`config.mk`:
```
export PLATFORM = sky130hd
export DESIGN_NAME = pcr_port_arbiter
export DESIGN_NICKNAME = d
export VERILOG_FILES = /design/src/rtl/pcr_pkg.sv /design/src/rtl/pcr_port_arbiter_rr_arb2.sv /design/src/rtl/pcr_port_arbiter.sv
export SDC_FILE = /design/constraint.sdc
export NUM_CORES = 1
export LEC_CHECK = 0
export CAP_MARGIN = 20
export CORE_AREA = 2 2 163 165
export CTS_BUF_LIST = sky130_fd_sc_hd__clkbuf_4
export CTS_CLUSTER_DIAMETER = 60
export CTS_CLUSTER_SIZE = 14
export DETAILED_ROUTE_END_ITERATION = 10
export DIE_AREA = 0 0 165 167
export PLACE_DENSITY = 0.7
export SETUP_SLACK_MARGIN = 0.05
export SLEW_MARGIN = 20
export SYNTH_ARGS = -nofsm -noshare
export SYNTH_HDL_FRONTEND = slang
export SYNTH_SLANG_ARGS = --single-unit
```
`constraint.sdc`:
```
create_clock -name clk -period 2 [get_ports clk]
set_input_delay 0.6 -clock clk [delete_from_list [all_inputs] [get_ports clk]]
set_output_delay 0.6 -clock clk [all_outputs]
set_load 0.01 [all_outputs]
```
`src/rtl/pcr_pkg.sv`:
```
// Shared definitions for the PCR port arbiter: default widths,
// requester index encoding and the access-sequencer state encoding.
package pcr_pkg;

    localparam int PCR_ADDR_W = 5;
    localparam int PCR_DATA_W = 64;

    // Requester indices; also the encoding of the round-robin "last winner".
    localparam logic REQ_CORE = 1'b0;
    localparam logic REQ_HOST = 1'b1;

    typedef enum logic [1:0] {
        IDLE  = 2'd0,
        ISSUE = 2'd1,
        WAIT  = 2'd2,
        RESP  = 2'd3
    } pcr_state_e;

endpackage

```
`src/rtl/pcr_port_arbiter_rr_arb2.sv`:
```
// Two-input round-robin arbiter. A lone requester always wins; on a tie the
// requester that did not win last time (rr_last_i) gets the grant.
module rr_arb2
    import pcr_pkg::*;
(
    input  logic       valid0_i,
    input  logic       valid1_i,
    input  logic       rr_last_i,
    output logic [1:0] grant_o
);

    // One-hot grant; index 0 is preferred on a tie only if index 1 won last.
    always_comb begin
        grant_o = 2'b00;
        if (valid0_i && (!valid1_i || rr_last_i == REQ_HOST)) begin
            grant_o[0] = 1'b1;
        end else if (valid1_i) begin
            grant_o[1] = 1'b1;
        end
    end

endmodule

```
`src/rtl/pcr_port_arbiter.sv`:
```
// Shares the single PCR read/write port between the core and the host/debug
// interface. One request is in flight at a time; the access is sequenced
// through ISSUE (one strobe), WAIT (read latency) and RESP (hold response).
module pcr_port_arbiter
    import pcr_pkg::*;
#(
    parameter int ADDR_W = PCR_ADDR_W,
    parameter int DATA_W = PCR_DATA_W,
    parameter int RD_LAT = 1
) (
    input  logic              clk,
    input  logic              reset,

    input  logic              core_req_valid,
    output logic              core_req_ready,
    input  logic              core_req_wr,
    input  logic [ADDR_W-1:0] core_req_addr,
    input  logic [DATA_W-1:0] core_req_wdata,
    output logic              core_resp_valid,
    input  logic              core_resp_ready,
    output logic [DATA_W-1:0] core_resp_rdata,

    input  logic              host_req_valid,
    output logic              host_req_ready,
    input  logic              host_req_wr,
    input  logic [ADDR_W-1:0] host_req_addr,
    input  logic [DATA_W-1:0] host_req_wdata,
    output logic              host_resp_valid,
    input  logic              host_resp_ready,
    output logic [DATA_W-1:0] host_resp_rdata,

    output logic              pcr_en,
    output logic              pcr_wen,
    output logic [ADDR_W-1:0] pcr_addr,
    output logic [DATA_W-1:0] pcr_wdata,
    input  logic [DATA_W-1:0] pcr_rdata
);

    // Counter value loaded in ISSUE so that WAIT lasts exactly RD_LAT cycles.
    localparam logic [1:0] WAIT_INIT = 2'(RD_LAT - 1);

    pcr_state_e        state_q;
    logic              rr_last_q;
    logic              owner_q;
    logic              wr_q;
    logic [ADDR_W-1:0] addr_q;
    logic [DATA_W-1:0] wdata_q;
    logic [DATA_W-1:0] resp_data_q;
    logic [1:0]        wait_cnt_q;
    logic              pcr_en_q;
    logic              pcr_wen_q;
    logic              core_resp_valid_q;
    logic              host_resp_valid_q;

    logic [1:0]        grant;
    logic              accept_en;
    logic              core_hs;
    logic              host_hs;
    logic              resp_hs;
    logic              owner_d;
    logic              wr_d;
    logic [ADDR_W-1:0] addr_d;
    logic [DATA_W-1:0] wdata_d;

    rr_arb2 u_rr_arb2 (
        .valid0_i  (core_req_valid),
        .valid1_i  (host_req_valid),
        .rr_last_i (rr_last_q),
        .grant_o   (grant)
    );

    // Readies are combinational from the grant, but only while idle and out of reset.
    assign accept_en      = !reset && (state_q == IDLE);
    assign core_req_ready = accept_en && grant[0];
    assign host_req_ready = accept_en && grant[1];
    assign core_hs        = core_req_valid && core_req_ready;
    assign host_hs        = host_req_valid && host_req_ready;
    assign resp_hs        = (core_resp_valid_q && core_resp_ready) ||
                            (host_resp_valid_q && host_resp_ready);

    // Request fields of whichever requester is handshaking this cycle.
    always_comb begin
        owner_d = REQ_CORE;
        wr_d    = core_req_wr;
        addr_d  = core_req_addr;
        wdata_d = core_req_wdata;
        if (host_hs) begin
            owner_d = REQ_HOST;
            wr_d    = host_req_wr;
            addr_d  = host_req_addr;
            wdata_d = host_req_wdata;
        end
    end

    // Access sequencer with registered PCR strobes and response valids.
    always_ff @(posedge clk) begin
        if (reset) begin
            state_q           <= IDLE;
            rr_last_q         <= REQ_HOST;
            owner_q           <= REQ_CORE;
            wr_q              <= 1'b0;
            addr_q            <= '0;
            wdata_q           <= '0;
            resp_data_q       <= '0;
            wait_cnt_q        <= '0;
            pcr_en_q          <= 1'b0;
            pcr_wen_q         <= 1'b0;
            core_resp_valid_q <= 1'b0;
            host_resp_valid_q <= 1'b0;
        end else begin
            case (state_q)
                IDLE: begin
                    if (core_hs || host_hs) begin
                        owner_q   <= owner_d;
                        rr_last_q <= owner_d;
                        wr_q      <= wr_d;
                        addr_q    <= addr_d;
                        wdata_q   <= wdata_d;
                        pcr_en_q  <= 1'b1;
                        pcr_wen_q <= wr_d;
                        state_q   <= ISSUE;
                    end
                end
                ISSUE: begin
                    pcr_en_q  <= 1'b0;
                    pcr_wen_q <= 1'b0;
                    if (wr_q) begin
                        resp_data_q       <= '0;
                        core_resp_valid_q <= (owner_q == REQ_CORE);
                        host_resp_valid_q <= (owner_q == REQ_HOST);
                        state_q           <= RESP;
                    end else begin
                        wait_cnt_q <= WAIT_INIT;
                        state_q    <= WAIT;
                    end
                end
                WAIT: begin
                    if (wait_cnt_q == 2'd0) begin
                        resp_data_q       <= pcr_rdata;
                        core_resp_valid_q <= (owner_q == REQ_CORE);
                        host_resp_valid_q <= (owner_q == REQ_HOST);
                        state_q           <= RESP;
                    end else begin
                        wait_cnt_q <= wait_cnt_q - 2'd1;
                    end
                end
                RESP: begin
                    if (resp_hs) begin
                        core_resp_valid_q <= 1'b0;
                        host_resp_valid_q <= 1'b0;
                        state_q           <= IDLE;
                    end
                end
                default: state_q <= IDLE;
            endcase
        end
    end

    assign pcr_en          = pcr_en_q;
    assign pcr_wen         = pcr_wen_q;
    assign pcr_addr        = addr_q;
    assign pcr_wdata       = wdata_q;
    assign core_resp_valid = core_resp_valid_q;
    assign host_resp_valid = host_resp_valid_q;
    assign core_resp_rdata = (owner_q == REQ_CORE) ? resp_data_q : '0;
    assign host_resp_rdata = (owner_q == REQ_HOST) ? resp_data_q : '0;

endmodule

```
==> load_flow_metrics.sql <==
INSERT INTO impl_metrics (metric_group, metric, value, unit) VALUES
('synthesis', 'synth_top_cells_by_area', 'dfxtp_1 (42%), nand2_1 (11%), a311oi_1 (6.3%), nor2b_1 (5.9%), and2_1 (5.8%)', ''),
('floorplan', 'floorplan.die_area', '27600', 'um^2'),
('pwr', 'pwr_density_cell', '1000', 'nW/um^2'),
('timing', 'timing.slew.headroom', '0.559', ''),
('clock_network', 'clock-root-buffer', 'clkbuf_4', ''),
('timing', 'finalSetupTns', '-16.44', 'ns'),
('synthesis', 'ys_ff_latch', '144', ''),
('pwr', 'clkPwrFrac', '0.159', ''),
('grt', 'grt_first_pass_wirelength', '40100', 'um'),
('setup_path', 'end_kind', 'output pin', ''),
('floorplan', 'num_rows', '59', ''),
('floorplan', 'starting_density_of_the_core', '0.269', ''),
('finish', 'fill_cells', '2481', ''),
('grt', 'global_route.usage.met2', '0.336', ''),
('clock_network', 'clock_insertion_delay_worst_skew', '0.55', 'ns'),
('setup_path', 'crit_path_max_fanout', '3', ''),
('grt', 'vias_in_the_first_global_route', '7347', ''),
('placed_design', 'gpl.final_weighted_congestion', '0.808', ''),
('finish', 'most_common_cell_after_layout_fill_and_taps_aside', 'nand2_1', ''),
('synthesis', 'netlist.area_leader.share', '0.416', ''),
('grt', 'globalRoute.busiestLayer', 'met2', ''),
('setup_path', 'reg_to_reg_start', 'state_q[1]$_SDFFE_PP0P_', ''),
('clock_network', 'htreeDepth', '4', ''),
('placed_design', 'dpl_worst_slack', '-0.502', 'ns'),
('synthesis', 'synth-seq-area-share', '0.416', ''),
('placed_design', 'hpwlAfterDp', '18800', 'um'),
('setup_path', 'timing.reg2reg.setup_slack', '0.04', 'ns'),
('synthesis', 'syn_inst', '888', ''),
('floorplan', 'die_y', '167', 'um'),
('drt', 'drc', '0', ''),
('drt', 'avgRoutedWirePerCell', '17.4', 'um'),
('finish', 'syn_to_final_growth', '79.3', '%'),
('synthesis', 'synth.largest_area_cell', 'dfxtp_1', ''),
('grt', 'grt_use_total', '0.184', ''),
('timing', 'final.setup.worst_slack', '-0.258', 'ns'),
('setup_path', 'cp.required', '1.40', 'ns'),
('hold_path', 'hold_class', 'register to register', ''),
('finish', 'layout.cells.most_common_list', 'nand2_1 (211), clkdlybuf4s50_1 (208), dfxtp_1 (139)', ''),
('pwr', 'power.switching', '5030', 'uW'),
('pwr', 'netSwitchingFraction', '0.404', ''),
('timing', 'rsz0062_at_grt', 'yes', ''),
('setup_path', 'timing.reg2reg.worst_path_depth', '10', ''),
('status', 'result_of_the_run', 'finished with violations', ''),
('drt', 'routed_via_density', '4.75', ''),
('grt', 'use_met3', '0.0585', ''),
('drt', 'dr.first_iter.drc_count', '445', ''),
('pwr', 'power.ir.vdd_worst', '581', 'uV'),
('finish', 'post_layout_nonfiller_instances', '1673', ''),
('hold_path', 'min-delay-start', 'wait_cnt_q[1]$_SDFFE_PP0P_', ''),
('timing', 'fin_skew', '0.0266', 'ns'),
('timing', 'timing.final.hold_violations', '0', ''),
('hold_path', 'worst_min_delay_path_endpoint', 'wait_cnt_q[1]$_SDFFE_PP0P_', ''),
('drt', 'antenna_violating_nets_post_route', '0', ''),
('setup_path', 'rr_endpoint', 'resp_data_q[42]$_SDFFE_PP0P_', ''),
('drt', 'drt-pass1-iter-count', '5', ''),
('clock_network', 'clk_transition_reported_paths', '0.14', 'ns'),
('status', 'violations', 'negative setup slack', ''),
('pwr', 'pwr-share-comb', '0.539', ''),
('clock_network', 'cts_max_path_buffers', '2', ''),
('synthesis', 'post_synth.cell_area_avg', '7.81', 'um^2'),
('grt', 'gr-total-overflow', '0', ''),
('grt', 'grt_antenna_before_repair', '1', ''),
('grt', 'grt_util_met1', '0.207', ''),
('timing', 'fin_crit_sh', '1.13', ''),
('flow_run', 'cap_viol_max_count', '0', ''),
('timing', 'hold_slack', '0.467', 'ns'),
('synthesis', 'yosys_warnings', '0', ''),
('pwr', 'p_leak', '0.00527', 'uW'),
('timing', 'worst-slew-pin-transition', '0.662', 'ns'),
('finish', 'fin_nets', '1540', ''),
('timing', 'setup_viol', '120', '');
-- critical path, cell delays in order, from the launching register on --
cell and delay (ns):
dfxtp_2 0.36, inv_2 0.05, ha_4 0.16, and2b_2 0.21
buf_6 0.12, nand3_4 0.07, inv_2 0.05, buf_6 0.11
-- metrics by stage --
step	utilization	instance area [um^2]	total power, uW
after global placement	0.447	11500	9060
after global routing	0.482	12400	13200
final	0.482	12400	12400
after detailed placement	0.447	11500	9160
after CTS	0.456	11700	11500
after floorplan	-	6930	6710
-- logic make-up after synthesis --
logic type,synth area share
and+or+nand+nor,0.340
adders and majority gates,0.0108
DFF,0.416
AOI/OAI and AO/OA,0.170
muxes,0.00144
buffers and inverters,0.0619
-- routing by layer --
| metal | part of all wire | vias to the layer above | wire [um] |
|---|---|---|---|
| met2 | 0.52 | 343 | 15000 |
| met3 | 0.084 | 31 | 2440 |
| met4 | 0.016 | 0 | 475 |
| met5 | 0 | - | 0 |
| met1 | 0.38 | 3695 | 11100 |
| li1 | - | 3886 | - |
-- synth_stat cells --
| cell | count |
|---|---|
| a31o_2 | 1 |
| and2b_2 | 1 |
| nand2b_1 | 3 |
| inv_2 | 1 |
| o2111ai_1 | 1 |
| and2_1 | 64 |
| dfxtp_1 | 144 |
| buf_2 | 25 |
| o21ai_0 | 1 |
| buf_1 | 2 |
| nand2_1 | 211 |
| a311oi_2 | 20 |
| clkbuf_1 | 42 |
| or3_1 | 1 |
| inv_1 | 5 |
| nor2b_1 | 65 |
| a21oi_1 | 72 |
| nor2_1 | 77 |
| mux2i_1 | 1 |
| a22oi_1 | 2 |
| buf_6 | 9 |
| a2111oi_2 | 1 |
| or3b_2 | 1 |
| nand3_4 | 1 |
| nor3b_1 | 1 |
| ha_1 | 6 |
| buf_4 | 2 |
| nand4_1 | 3 |
| a41o_1 | 1 |
| nand3b_1 | 3 |
| a21bo_2 | 1 |
| and2b_1 | 2 |
| nor3_4 | 1 |
| nor3_1 | 1 |
| a311oi_1 | 50 |
| a31oi_1 | 1 |
| nand3_1 | 65 |
-- flip-flops by register name, indices dropped and copies added, names as in the netlist --
signal and flops:
wait_cnt_q 2, pcr_wen 1, core_resp_valid 1, pcr_addr 5, wr_q 1, host_resp_valid 1
owner_q 1, resp_data_q 64, pcr_wdata 64, pcr_en 1, state_q 2, rr_last_q 1
-- how the worst max path moves through the flow --
stage                                    end                    start
after floorplan               host_req_ready  state_q[0]$_SDFFE_PP0P_
after global placement        core_req_ready           core_req_valid
after detailed placement      core_req_ready           host_req_valid
after CTS                 host_resp_rdata[7]     owner_q$_SDFFE_PP0P_
after global routing          host_req_ready  state_q[1]$_SDFFE_PP0P_
final                         host_req_ready  state_q[1]$_SDFFE_PP0P_
-- power groups by stage --
| stage | combinational [uW] | clock (uW) | sequential, uW |
|---|---|---|---|
| floorplan | 2780 | 0 | 3930 |
| global placement | 5260 | 0 | 3800 |
| detailed placement | 5340 | 0 | 3820 |
| CTS | 5660 | 2070 | 3750 |
| global route | 7200 | 2200 | 3830 |
| finish | 6710 | 1980 | 3760 |
-- cell type report --
class	count	area share
Clock buffer	18	0.0109
Tap cell	335	0.0337
Timing Repair Buffer	497	0.391
Sequential cell	144	0.233
Multi-Input combinational cell	658	0.318
Clock inverter	14	0.0124
Inverter	6	0.00181
Antenna cell	1	0.000201
-- what timing repair did --
| action | in CTS | in global routing |
|---|---|---|
| hold buffers | 0 | 0 |
| pin swaps | 1 | 34 |
| endpoints found under the hold margin | 0 | 0 |
| gates cloned | 8 | 13 |
| buffers inserted | 8 | 19 |
| endpoints found under the setup margin | 289 | 261 |
| resized for setup | 525 | 236 |
No activity file was read; power rests on OpenSTA's default activity.
